<file path="src/rtl/rapid_pkg.sv">
// Shared types for the RAPID RV32I pipeline: decoded control bundle, issue-stage
// state encoding and the held-instruction slot layout.
package rapid_pkg;

  localparam int REG_COUNT  = 32;
  localparam int RAPID_XLEN = 32;

  typedef struct packed {
    logic [3:0] alu_op;
    logic       use_imm;
    logic       is_load;
    logic       is_store;
    logic       is_branch;
    logic       is_jump;
  } control_s;

  typedef enum logic [1:0] {
    EMPTY = 2'd0,
    VALID = 2'd1,
    STALL = 2'd2,
    FLUSH = 2'd3
  } issue_state_t;

  typedef struct packed {
    logic [RAPID_XLEN-1:0] pc;
    logic [RAPID_XLEN-1:0] imm;
    control_s              control;
    logic [4:0]            rs1;
    logic [4:0]            rs2;
    logic [4:0]            rd;
    logic                  rs1_used;
    logic                  rs2_used;
    logic                  rd_we;
  } issue_slot_s;

  function automatic logic [REG_COUNT-1:0] reg_onehot(input logic [4:0] idx);
    reg_onehot = REG_COUNT'(1) << idx;
  endfunction

endpackage

</file>
<file path="src/rtl/issue_controller_scoreboard.sv">
// Pending-destination scoreboard: one busy bit per architectural register, with
// same-cycle writeback bypass on the hazard lookups.
module reg_scoreboard
  import rapid_pkg::*;
(
  input  logic                 i_clk,
  input  logic                 i_reset,
  input  logic                 clear_en,
  input  logic [4:0]           clear_idx,
  input  logic                 set_en,
  input  logic [4:0]           set_idx,
  input  logic [4:0]           rs1_idx,
  input  logic [4:0]           rs2_idx,
  input  logic [4:0]           rd_idx,
  output logic [REG_COUNT-1:0] busy_mask,
  output logic                 rs1_busy,
  output logic                 rs2_busy,
  output logic                 rd_busy
);

  logic [REG_COUNT-1:0] clear_mask;
  logic [REG_COUNT-1:0] set_mask;
  logic [REG_COUNT-1:0] eff_busy;

  always_comb begin
    clear_mask = clear_en ? reg_onehot(clear_idx) : '0;
    set_mask   = (set_en && (set_idx != 5'd0)) ? reg_onehot(set_idx) : '0;
    eff_busy   = busy_mask & ~clear_mask;
  end

  assign rs1_busy = eff_busy[rs1_idx];
  assign rs2_busy = eff_busy[rs2_idx];
  assign rd_busy  = eff_busy[rd_idx];

  // Set is OR-ed after the clear so a same-register issue wins over writeback; x0 is never tracked.
  always_ff @(posedge i_clk or posedge i_reset) begin
    if (i_reset) begin
      busy_mask <= '0;
    end else begin
      busy_mask <= (eff_busy | set_mask) & ~REG_COUNT'(1);
    end
  end

endmodule

</file>
<file path="src/rtl/issue_controller.sv">
// Decode-to-execute issue stage: holds one instruction, blocks on RAW/WAW hazards
// and in-flight credits, and sequences stall and flush.
module issue_controller
  import rapid_pkg::*;
#(
  parameter int XLEN         = 32,
  parameter int MAX_INFLIGHT = 4,
  parameter int CW           = $clog2(MAX_INFLIGHT + 1)
) (
  input  logic                 i_clk,
  input  logic                 i_reset,
  input  logic                 i_flush,
  input  logic                 i_de_valid,
  output logic                 o_de_ready,
  input  logic [XLEN-1:0]      i_de_pc,
  input  logic [XLEN-1:0]      i_de_imm,
  input  control_s             i_de_control,
  input  logic [4:0]           i_de_rs1,
  input  logic [4:0]           i_de_rs2,
  input  logic [4:0]           i_de_rd,
  input  logic                 i_de_rs1_used,
  input  logic                 i_de_rs2_used,
  input  logic                 i_de_rd_we,
  output logic                 o_ex_valid,
  input  logic                 i_ex_ready,
  output logic [XLEN-1:0]      o_ex_pc,
  output logic [XLEN-1:0]      o_ex_imm,
  output control_s             o_ex_control,
  output logic [4:0]           o_ex_rs1,
  output logic [4:0]           o_ex_rs2,
  output logic [4:0]           o_ex_rd,
  output logic                 o_ex_rd_we,
  input  logic                 i_wb_we,
  input  logic [4:0]           i_wb_rd,
  input  logic                 i_retire,
  output logic [REG_COUNT-1:0] o_busy_mask,
  output logic [CW-1:0]        o_inflight,
  output logic [31:0]          o_stall_cycles,
  output issue_state_t         o_state
);

  issue_state_t state;
  issue_state_t state_next;
  issue_slot_s  slot;
  issue_slot_s  incoming;
  logic [CW-1:0] inflight;
  logic [CW-1:0] inflight_after_retire;
  logic held, hazard, blocked, credit_ok, retire_eff, issue, accept;
  logic rs1_busy, rs2_busy, rd_busy;

  reg_scoreboard u_scoreboard (
    .i_clk     (i_clk),
    .i_reset   (i_reset),
    .clear_en  (i_wb_we),
    .clear_idx (i_wb_rd),
    .set_en    (issue & slot.rd_we),
    .set_idx   (slot.rd),
    .rs1_idx   (slot.rs1),
    .rs2_idx   (slot.rs2),
    .rd_idx    (slot.rd),
    .busy_mask (o_busy_mask),
    .rs1_busy  (rs1_busy),
    .rs2_busy  (rs2_busy),
    .rd_busy   (rd_busy)
  );

  // A retire at zero in-flight is spurious and must not free a credit.
  assign held                  = (state == VALID) || (state == STALL);
  assign retire_eff            = i_retire && (inflight != '0);
  assign inflight_after_retire = inflight - CW'(retire_eff);
  assign credit_ok             = inflight_after_retire < CW'(MAX_INFLIGHT);
  assign hazard     = (slot.rs1_used & rs1_busy) | (slot.rs2_used & rs2_busy) | (slot.rd_we & rd_busy);
  assign blocked    = hazard | ~credit_ok;
  assign o_ex_valid = held & ~blocked & ~i_flush;
  assign issue      = o_ex_valid & i_ex_ready;
  assign o_de_ready = ~i_flush & ((state == EMPTY) | issue);
  assign accept     = i_de_valid & o_de_ready;

  always_comb begin
    incoming          = '0;
    incoming.pc       = RAPID_XLEN'(i_de_pc);
    incoming.imm      = RAPID_XLEN'(i_de_imm);
    incoming.control  = i_de_control;
    incoming.rs1      = i_de_rs1;
    incoming.rs2      = i_de_rs2;
    incoming.rd       = i_de_rd;
    incoming.rs1_used = i_de_rs1_used;
    incoming.rs2_used = i_de_rs2_used;
    incoming.rd_we    = i_de_rd_we;
  end

  // Flush overrides every state; VALID and STALL share exits and differ only in why they wait.
  always_comb begin
    state_next = state;
    if (i_flush) begin
      state_next = FLUSH;
    end else begin
      case (state)
        EMPTY: if (accept) state_next = VALID;
        VALID, STALL: begin
          if (issue)        state_next = accept ? VALID : EMPTY;
          else if (blocked) state_next = STALL;
          else              state_next = VALID;
        end
        FLUSH:   state_next = EMPTY;
        default: state_next = EMPTY;
      endcase
    end
  end

  always_ff @(posedge i_clk or posedge i_reset) begin
    if (i_reset) begin
      state          <= EMPTY;
      slot           <= '0;
      inflight       <= '0;
      o_stall_cycles <= '0;
    end else begin
      state <= state_next;
      if (i_flush)     slot <= '0;
      else if (accept) slot <= incoming;
      else if (issue)  slot <= '0;
      case ({issue, retire_eff})
        2'b10:   inflight <= inflight + CW'(1);
        2'b01:   inflight <= inflight - CW'(1);
        default: inflight <= inflight;
      endcase
      if ((state == STALL) && (o_stall_cycles != '1))
        o_stall_cycles <= o_stall_cycles + 32'd1;
    end
  end

  assign o_ex_pc      = XLEN'(slot.pc);
  assign o_ex_imm     = XLEN'(slot.imm);
  assign o_ex_control = slot.control;
  assign o_ex_rs1     = slot.rs1;
  assign o_ex_rs2     = slot.rs2;
  assign o_ex_rd      = slot.rd;
  assign o_ex_rd_we   = slot.rd_we;
  assign o_inflight   = inflight;
  assign o_state      = state;

endmodule

</file>
<file path="config.mk">
export PLATFORM = sky130hd
export DESIGN_NAME = issue_controller
export DESIGN_NICKNAME = d
export VERILOG_FILES = /design/src/rtl/rapid_pkg.sv /design/src/rtl/issue_controller_scoreboard.sv /design/src/rtl/issue_controller.sv
export SDC_FILE = /design/constraint.sdc
export NUM_CORES = 1
export LEC_CHECK = 0
export ABC_AREA = 1
export CAP_MARGIN = 20
export CORE_MARGIN = 8
export CORE_UTILIZATION = 34
export DETAILED_ROUTE_END_ITERATION = 8
export PLACE_DENSITY = 0.59
export SLEW_MARGIN = 20
export SYNTH_ARGS = -nofsm -noshare
export SYNTH_HDL_FRONTEND = slang
export SYNTH_HIERARCHICAL = 1
export SYNTH_SLANG_ARGS = --single-unit
</file>
<file path="constraint.sdc">
create_clock -name i_clk -period 5.2 [get_ports i_clk]
set_input_delay 1.3 -clock i_clk [delete_from_list [all_inputs] [get_ports i_clk]]
set_output_delay 1.3 -clock i_clk [all_outputs]
set_load 0.05 [all_outputs]
</file>
* Yosys cells after proc, flatten, opt, wreduce, memory -nomap -nowiden *
Index checks and enable logic that the tools add are counted.

operators by class
  muxes and demuxes = 18
  reduce and logical (&&, ||, !) cells = 10
  shift operators = 2
  order comparisons = 4
  bitwise gates (word level) = 19
  equality and inequality tests = 7
  add/sub/neg operators = 4

operator list
  kind                                                                   count
  91-bit two-way mux                                                     3
  32-bit two-way mux                                                     2
  1-bit by 5-bit << shifter with 32-bit output (first input constant)    2
  32-bit by 1-bit adder with 32-bit output (second input constant)       1
  32-bit AND                                                             1
  32-bit != test (second input constant)                                 1
  32-bit NOT                                                             1
  32-bit bitwise OR                                                      1
  5-bit by 6-bit < comparator with 1-bit output (second input constant)  3
  1-bit binary-select mux with 5-bit select                              3
  1-bit AND                                                              9
  2-bit two-way mux                                                      4
  2-bit == test (second input constant)                                  3
  2-bit one-hot mux with 3 select lines                                  1
  3-bit one-hot mux with 2 select lines                                  1
  3-bit nonzero test                                                     2
  5-bit nonzero test                                                     1
  2-bit by 1-bit == test with 1-bit output (second input constant)       2
  1-bit two-way mux                                                      4
  1-bit bitwise OR                                                       4
  3-bit by 1-bit adder with 3-bit output (second input constant)         1
  1-bit logical AND                                                      3
  3-bit < comparator (second input constant)                             1
  3-bit != test (second input constant)                                  1
  7 further kinds                                                        9

storage, ports and cells
  output and inout bits = 160
  input bits = 103
  register bits after elaboration = 159

* Longest topological paths before layout *
  depth in word-level cells = 21
  gate-level depth with buffers = 26

* Hierarchy *
The synthesis kept the hierarchy.

modules (own cells, without submodules)
  module            cells each  seq. area each (um2)  instances  area each (um2)
  issue_controller  878         3,203.1               1          7,430.9
  reg_scoreboard    441         775.7                 1          2,606.2

* Least setup slack after synthesis *
OpenSTA, ideal clock, no wires.

  path kind = input -> output
  start point = input i_wb_rd[1]
  end point = output o_ex_valid
  cell stages on the path = 18
  path slack = 0.351 ns
  arrival = 3.549 ns
  buffers on the path = 1
  data required time = 3.900 ns
  cells stage by stage = buf_6 nor2_4 nand2_1 nor2_2 nand2_1 nand2_1 nor2_1 nor2_1 nand2_1 nand3_1 nand2_1 nand2_1 nand2_1 nand2_1 inv_1 nor2_1 nand2_1 nor3_1

RTL lines
  element                                       line                               text
  start: declaration                            issue_controller.sv:34             input logic [4:0] i_wb_rd,
  1-bit by 5-bit << shifter with 32-bit output  rapid_pkg.sv:37                    reg_onehot = REG_COUNT'(1) << idx;
  32-bit two-way mux                            issue_controller_scoreboard.sv:26  clear_mask = clear_en ? reg_onehot(clear_idx) : '0;
  32-bit NOT                                    issue_controller_scoreboard.sv:28  eff_busy = busy_mask & ~clear_mask;
  32-bit AND                                    issue_controller_scoreboard.sv:28
  1-bit binary-select mux with 5-bit select     issue_controller_scoreboard.sv:33  assign rd_busy = eff_busy[rd_idx];
  1-bit two-way mux (not written as such)       issue_controller_scoreboard.sv:33
  named net rd_busy                             issue_controller.sv:49             logic rs1_busy, rs2_busy, rd_busy;
  1-bit AND                                     issue_controller.sv:72             assign hazard = (slot.rs1_used & rs1_busy) | (slot.rs2_used & rs2_busy) | (slot.rd_we & rd_busy);
  1-bit bitwise OR                              issue_controller.sv:72
  1-bit bitwise OR                              issue_controller.sv:73             assign blocked = hazard | ~credit_ok;
  1-bit NOT                                     issue_controller.sv:74             assign o_ex_valid = held & ~blocked & ~i_flush;
  1-bit AND (2 in a row)                        issue_controller.sv:74
  end: declaration                              issue_controller.sv:24             output logic o_ex_valid,

The timed path passes the listed nets, and every way through them passes these cells. The select of a mux whose other input is x is not followed.

* Final worst setup path *
  start point = input i_wb_rd[1]
  end point = output o_de_ready

on the way
  cells in the longest elaborated chain, start to end = 16

RTL lines
  element                                       line                               text
  1-bit by 5-bit << shifter with 32-bit output  rapid_pkg.sv:37
  32-bit two-way mux                            issue_controller_scoreboard.sv:26
  32-bit NOT                                    issue_controller_scoreboard.sv:28
  32-bit AND                                    issue_controller_scoreboard.sv:28
  1-bit binary-select mux with 5-bit select     issue_controller_scoreboard.sv:31  assign rs1_busy = eff_busy[rs1_idx];
  1-bit two-way mux (not written as such)       issue_controller_scoreboard.sv:31
  named net rs1_busy                            issue_controller.sv:49
  1-bit AND                                     issue_controller.sv:72
  1-bit bitwise OR (2 in a row)                 issue_controller.sv:72
  1-bit bitwise OR                              issue_controller.sv:73
  1-bit NOT                                     issue_controller.sv:74
  1-bit AND (2 in a row)                        issue_controller.sv:74
  1-bit AND                                     issue_controller.sv:75             assign issue = o_ex_valid & i_ex_ready;
  1-bit bitwise OR                              issue_controller.sv:76             assign o_de_ready = ~i_flush & ((state == EMPTY) | issue);
  1-bit AND                                     issue_controller.sv:76
  end: declaration                              issue_controller.sv:14             output logic o_de_ready,

The timed path passes the listed nets, and every way through them passes these cells. The select of a mux whose other input is x is not followed.

==> results_dict.tcl <==
set metrics [dict create \
    antenna_found_initial 3 \
    leakage_nw 5.89 \
    power.total_mw 4.69 \
    grt_max_degree 104 \
    gr-total-overflow 0 \
    areaGrowthSynthToFinish_pct 29.8 \
    die-area_um2 35300 \
    post-route-min-period_ns 4.93 \
    cts_htree_levels 4 \
    cts_buffer_depth 2 \
    layout_setup_ws_ns 0.270 \
    post-place-ws_ns -0.109 \
    drt_iter0_drc 796 \
    ir_drop_v 0.000182 \
    synth_cell_type_count 39 \
    synth_ff_type "dfrtp_1" \
    rsz0062_at_grt "false" \
    synthAdderAreaFrac_pct 0.823 \
    numCtsBuffers 17 \
    cts_sinks 159 \
    syn-mean-instance-area_um2 7.61 \
    fin_crit_sh_pct 94.8 \
    ios 263 \
    grtUsageTotal_pct 19.9 \
    powerDensity_nw_per_um2 360 \
    grt_pass1_wl_um 56500 \
    syn_inst 1319 \
    ant_nets 0 \
    grt_pass1_vias 9551 \
    ys_ff_latch 159 \
    crit_path_end_kind "output pin" \
    synth_xor_area_share_pct 1.40 \
    synth_warnings 6 \
    clk_latency_ns 0.43 \
    setup_violations 0 \
    drive_gt1_share_pct 11.2 \
    die_y_um 188 \
    synth_compound_area_share_pct 11.9 \
    cp.required_ns 3.90 \
    slew_viol_final 0 \
    synth_area_um2 10000 \
    coreArea_um2 29300 \
    wl_per_cell_um 19.2 \
    async_reset_ff_share_pct 100 \
    hpwlAfterDp_um 25400 \
    synth-simple-area-share_pct 32.0 \
    synth_fp_nets 1428 \
    relSlewSlack_pct 27.3 \
    cts_tree "done" \
    hp-class "register to register" \
    final_hold_viol_count 0 \
    crit_fanout 4 \
    num_rows 63 \
    fmax_mhz 203 \
    initial_core_util_pct 34.2 \
    arrival_ns 3.63 \
    tightest_slew_ns 1.09 \
    n_antenna_cell 0 \
    synth_top_family_by_area "simple AND/OR/NAND/NOR gates" \
    synth_edf_count 0 \
    clock_skew_ns 0.0165 \
    max_cap_viol_count 0 \
    die_w_um 188 \
    cp-start-kind "primary input" \
    synth.yosys.seq_area_share_pct 39.6 \
    muxShareOfSynthArea_pct 0 \
    num_vias 9664 \
    viasPerCell 5.15 \
    firstDrtPassIters 5 \
    wirelength_um 36000 \
    routabilityCongestion 0.925 \
    status "complete, no violations" \
    cts-root-buf "clkbuf_16" \
    crit_type "primary input to output pin" \
    clk_pin_slew_worst_paths_ns 0.07 \
    port_buffers 261 \
    final_nets 1584 \
    drc 0 \
]
[layer usage]
| metal | wire [µm] | up-vias | GRT usage, % |
|---|---|---|---|
| met1 | 16000 | 4618 | 26.3 |
| met3 | 3060 | 40 | 6.59 |
| met4 | 524 | 6 | 4.70 |
| met5 | 31 | - | 0 |
| li1 | - | 4650 | - |
| met2 | 16400 | 350 | 30.9 |
[placed cells by master (no fill, tap or decap), types with 2 or more instances in the layout]
master	synthesis	routed
a21oi_1	2	2
buf_12	0	3
buf_4	100	41
clkbuf_16	0	17
clkdlybuf4s50_1	0	252
clkinv_1	2	2
clkinv_4	1	3
clkinvlp_4	0	3
dfrtp_1	159	159
dlymetal6s2s_1	0	4
ha_1	5	5
inv_1	66	62
inv_2	11	13
inv_6	1	5
inv_8	0	6
nand2_1	389	382
nand2_2	18	25
nand3_1	177	177
nand3_2	8	7
nand3b_1	3	3
nand4_1	7	7
nor2_1	98	92
nor2_2	5	9
nor2_4	5	7
nor3_1	17	16
nor3_2	3	4
o2111ai_1	91	91
o21ai_0	39	39
o21ai_1	3	2
o21ai_2	16	16
o31ai_1	2	2
xnor2_1	3	3
xor2_1	13	13
[report_power, final]
| part | switching [mW] | leakage, nW | internal, mW |
|---|---|---|---|
| Clock | 0.620 | 0.275 | 0.639 |
| Sequential | 0.154 | 2.18 | 1.38 |
| Combinational | 1.31 | 3.43 | 0.577 |
| Total | 2.09 | 5.89 | 2.60 |
[layout make-up]
class,count,area (µm²)
clock buffers,17,425
clock inverters,14,143
fillers,2965,16300
inverters,81,323
multi-input cells,912,4700
flip-flops and latches,159,3980
well taps,390,488
repair buffers,304,2970
[Yosys cell counts, types with 2 or more instances]
master,number,area [µm²]
a21oi_1,2,10.0
buf_2,13,65.1
buf_4,100,751
buf_6,9,101
clkbuf_1,43,161
clkbuf_8,2,27.5
clkinv_1,2,7.51
dfrtp_1,159,3980
ha_1,5,62.6
inv_1,66,248
inv_2,11,41.3
nand2_1,389,1460
nand2_2,18,113
nand3_1,177,886
nand3_2,8,80.1
nand3b_1,3,22.5
nand4_1,7,43.8
nor2_1,98,368
nor2_2,5,31.3
nor2_4,5,56.3
nor3_1,17,85.1
nor3_2,3,30.0
o2111ai_1,91,797
o21ai_0,39,195
o21ai_1,3,15.0
o21ai_2,16,140
o31ai_1,2,15.0
xnor2_1,3,26.3
xor2_1,13,114
[critical path, stage by stage]
cell	delay (ns)
clkdlybuf4s15_1	0.34
buf_4	0.18
nand3_1	0.07
nor2_1	0.16
nand2_1	0.07
nand2_1	0.16
nand2_1	0.08
nand3_1	0.11
nand2_1	0.08
nand3_1	0.07
nand2_1	0.07
nand2_1	0.05
nand2_1	0.05
nand2_1	0.05
nand2_1	0.06
nor2_2	0.14
nand2_2	0.11
nor2_4	0.12
nand3_4	0.09
o21ai_4	0.09
buf_12	0.16
[registers in the layout (all words and copies together), names as in the netlist]
signal	count
o_inflight	3
u_scoreboard/busy_mask	31
o_ex_rs2	5
o_ex_control	9
slot	2
o_stall_cycles	32
o_state	2
o_ex_pc	32
o_ex_rs1	5
o_ex_rd_we	1
o_ex_imm	32
o_ex_rd	5
[what timing repair did]
action                     4_1_cts  5_1_grt
setup endpoints to repair        2        2
pin swaps                        4        9
hold buffers                     0        0
gates resized for setup          6       19
setup buffers                    2        6
[cells by family (layout without fill, tap and decap cells)]
group                      Yosys count  after routing
DFF                                159            159
AOI/OAI and AO/OA                  156            156
adders and majority gates            6              6
and+or+nand+nor                    733            733
xor gates and xnor gates            16             16
other                                1              1
buffers and inverters              248            416
[path summary, 6_finish.rpt]
path | startpoint | endpoint | slack (ns) | cells after the start
max | i_wb_rd[1] | o_de_ready | 0.27 | 21
min | o_inflight[0]$_DFFE_PP0P_ | o_inflight[0]$_DFFE_PP0P_ | 0.53 | 1
max reg2reg | o_ex_rs2[0]$_DFFE_PP0P_ | o_inflight[2]$_DFFE_PP0P_ | 1.49 | 23
min reg2reg | o_inflight[0]$_DFFE_PP0P_ | o_inflight[0]$_DFFE_PP0P_ | 0.53 | 1
max in group asynchronous | i_reset | o_stall_cycles[13]$_DFFE_PP0P_ | 2.70 | 3
min in group asynchronous | i_reset | u_scoreboard/busy_mask[7]$_DFF_PP0_ | 1.38 | 2
[stage by stage]
step                util, %  instances  instance area (µm²)  setup TNS, ns  hold slack, ns
detailed placement     42.1       1838                12300         -0.182           0.515
floorplan                 -       1319                10000              0           0.506
global placement       42.1       1838                12300         -0.206           0.515
finish                 44.4       1877                13000              0           0.526
global route           44.4       1877                13000              0           0.544
CTS                    44.1       1871                12900              0           0.526
Note: power is estimated with default switching activity, not from simulation.
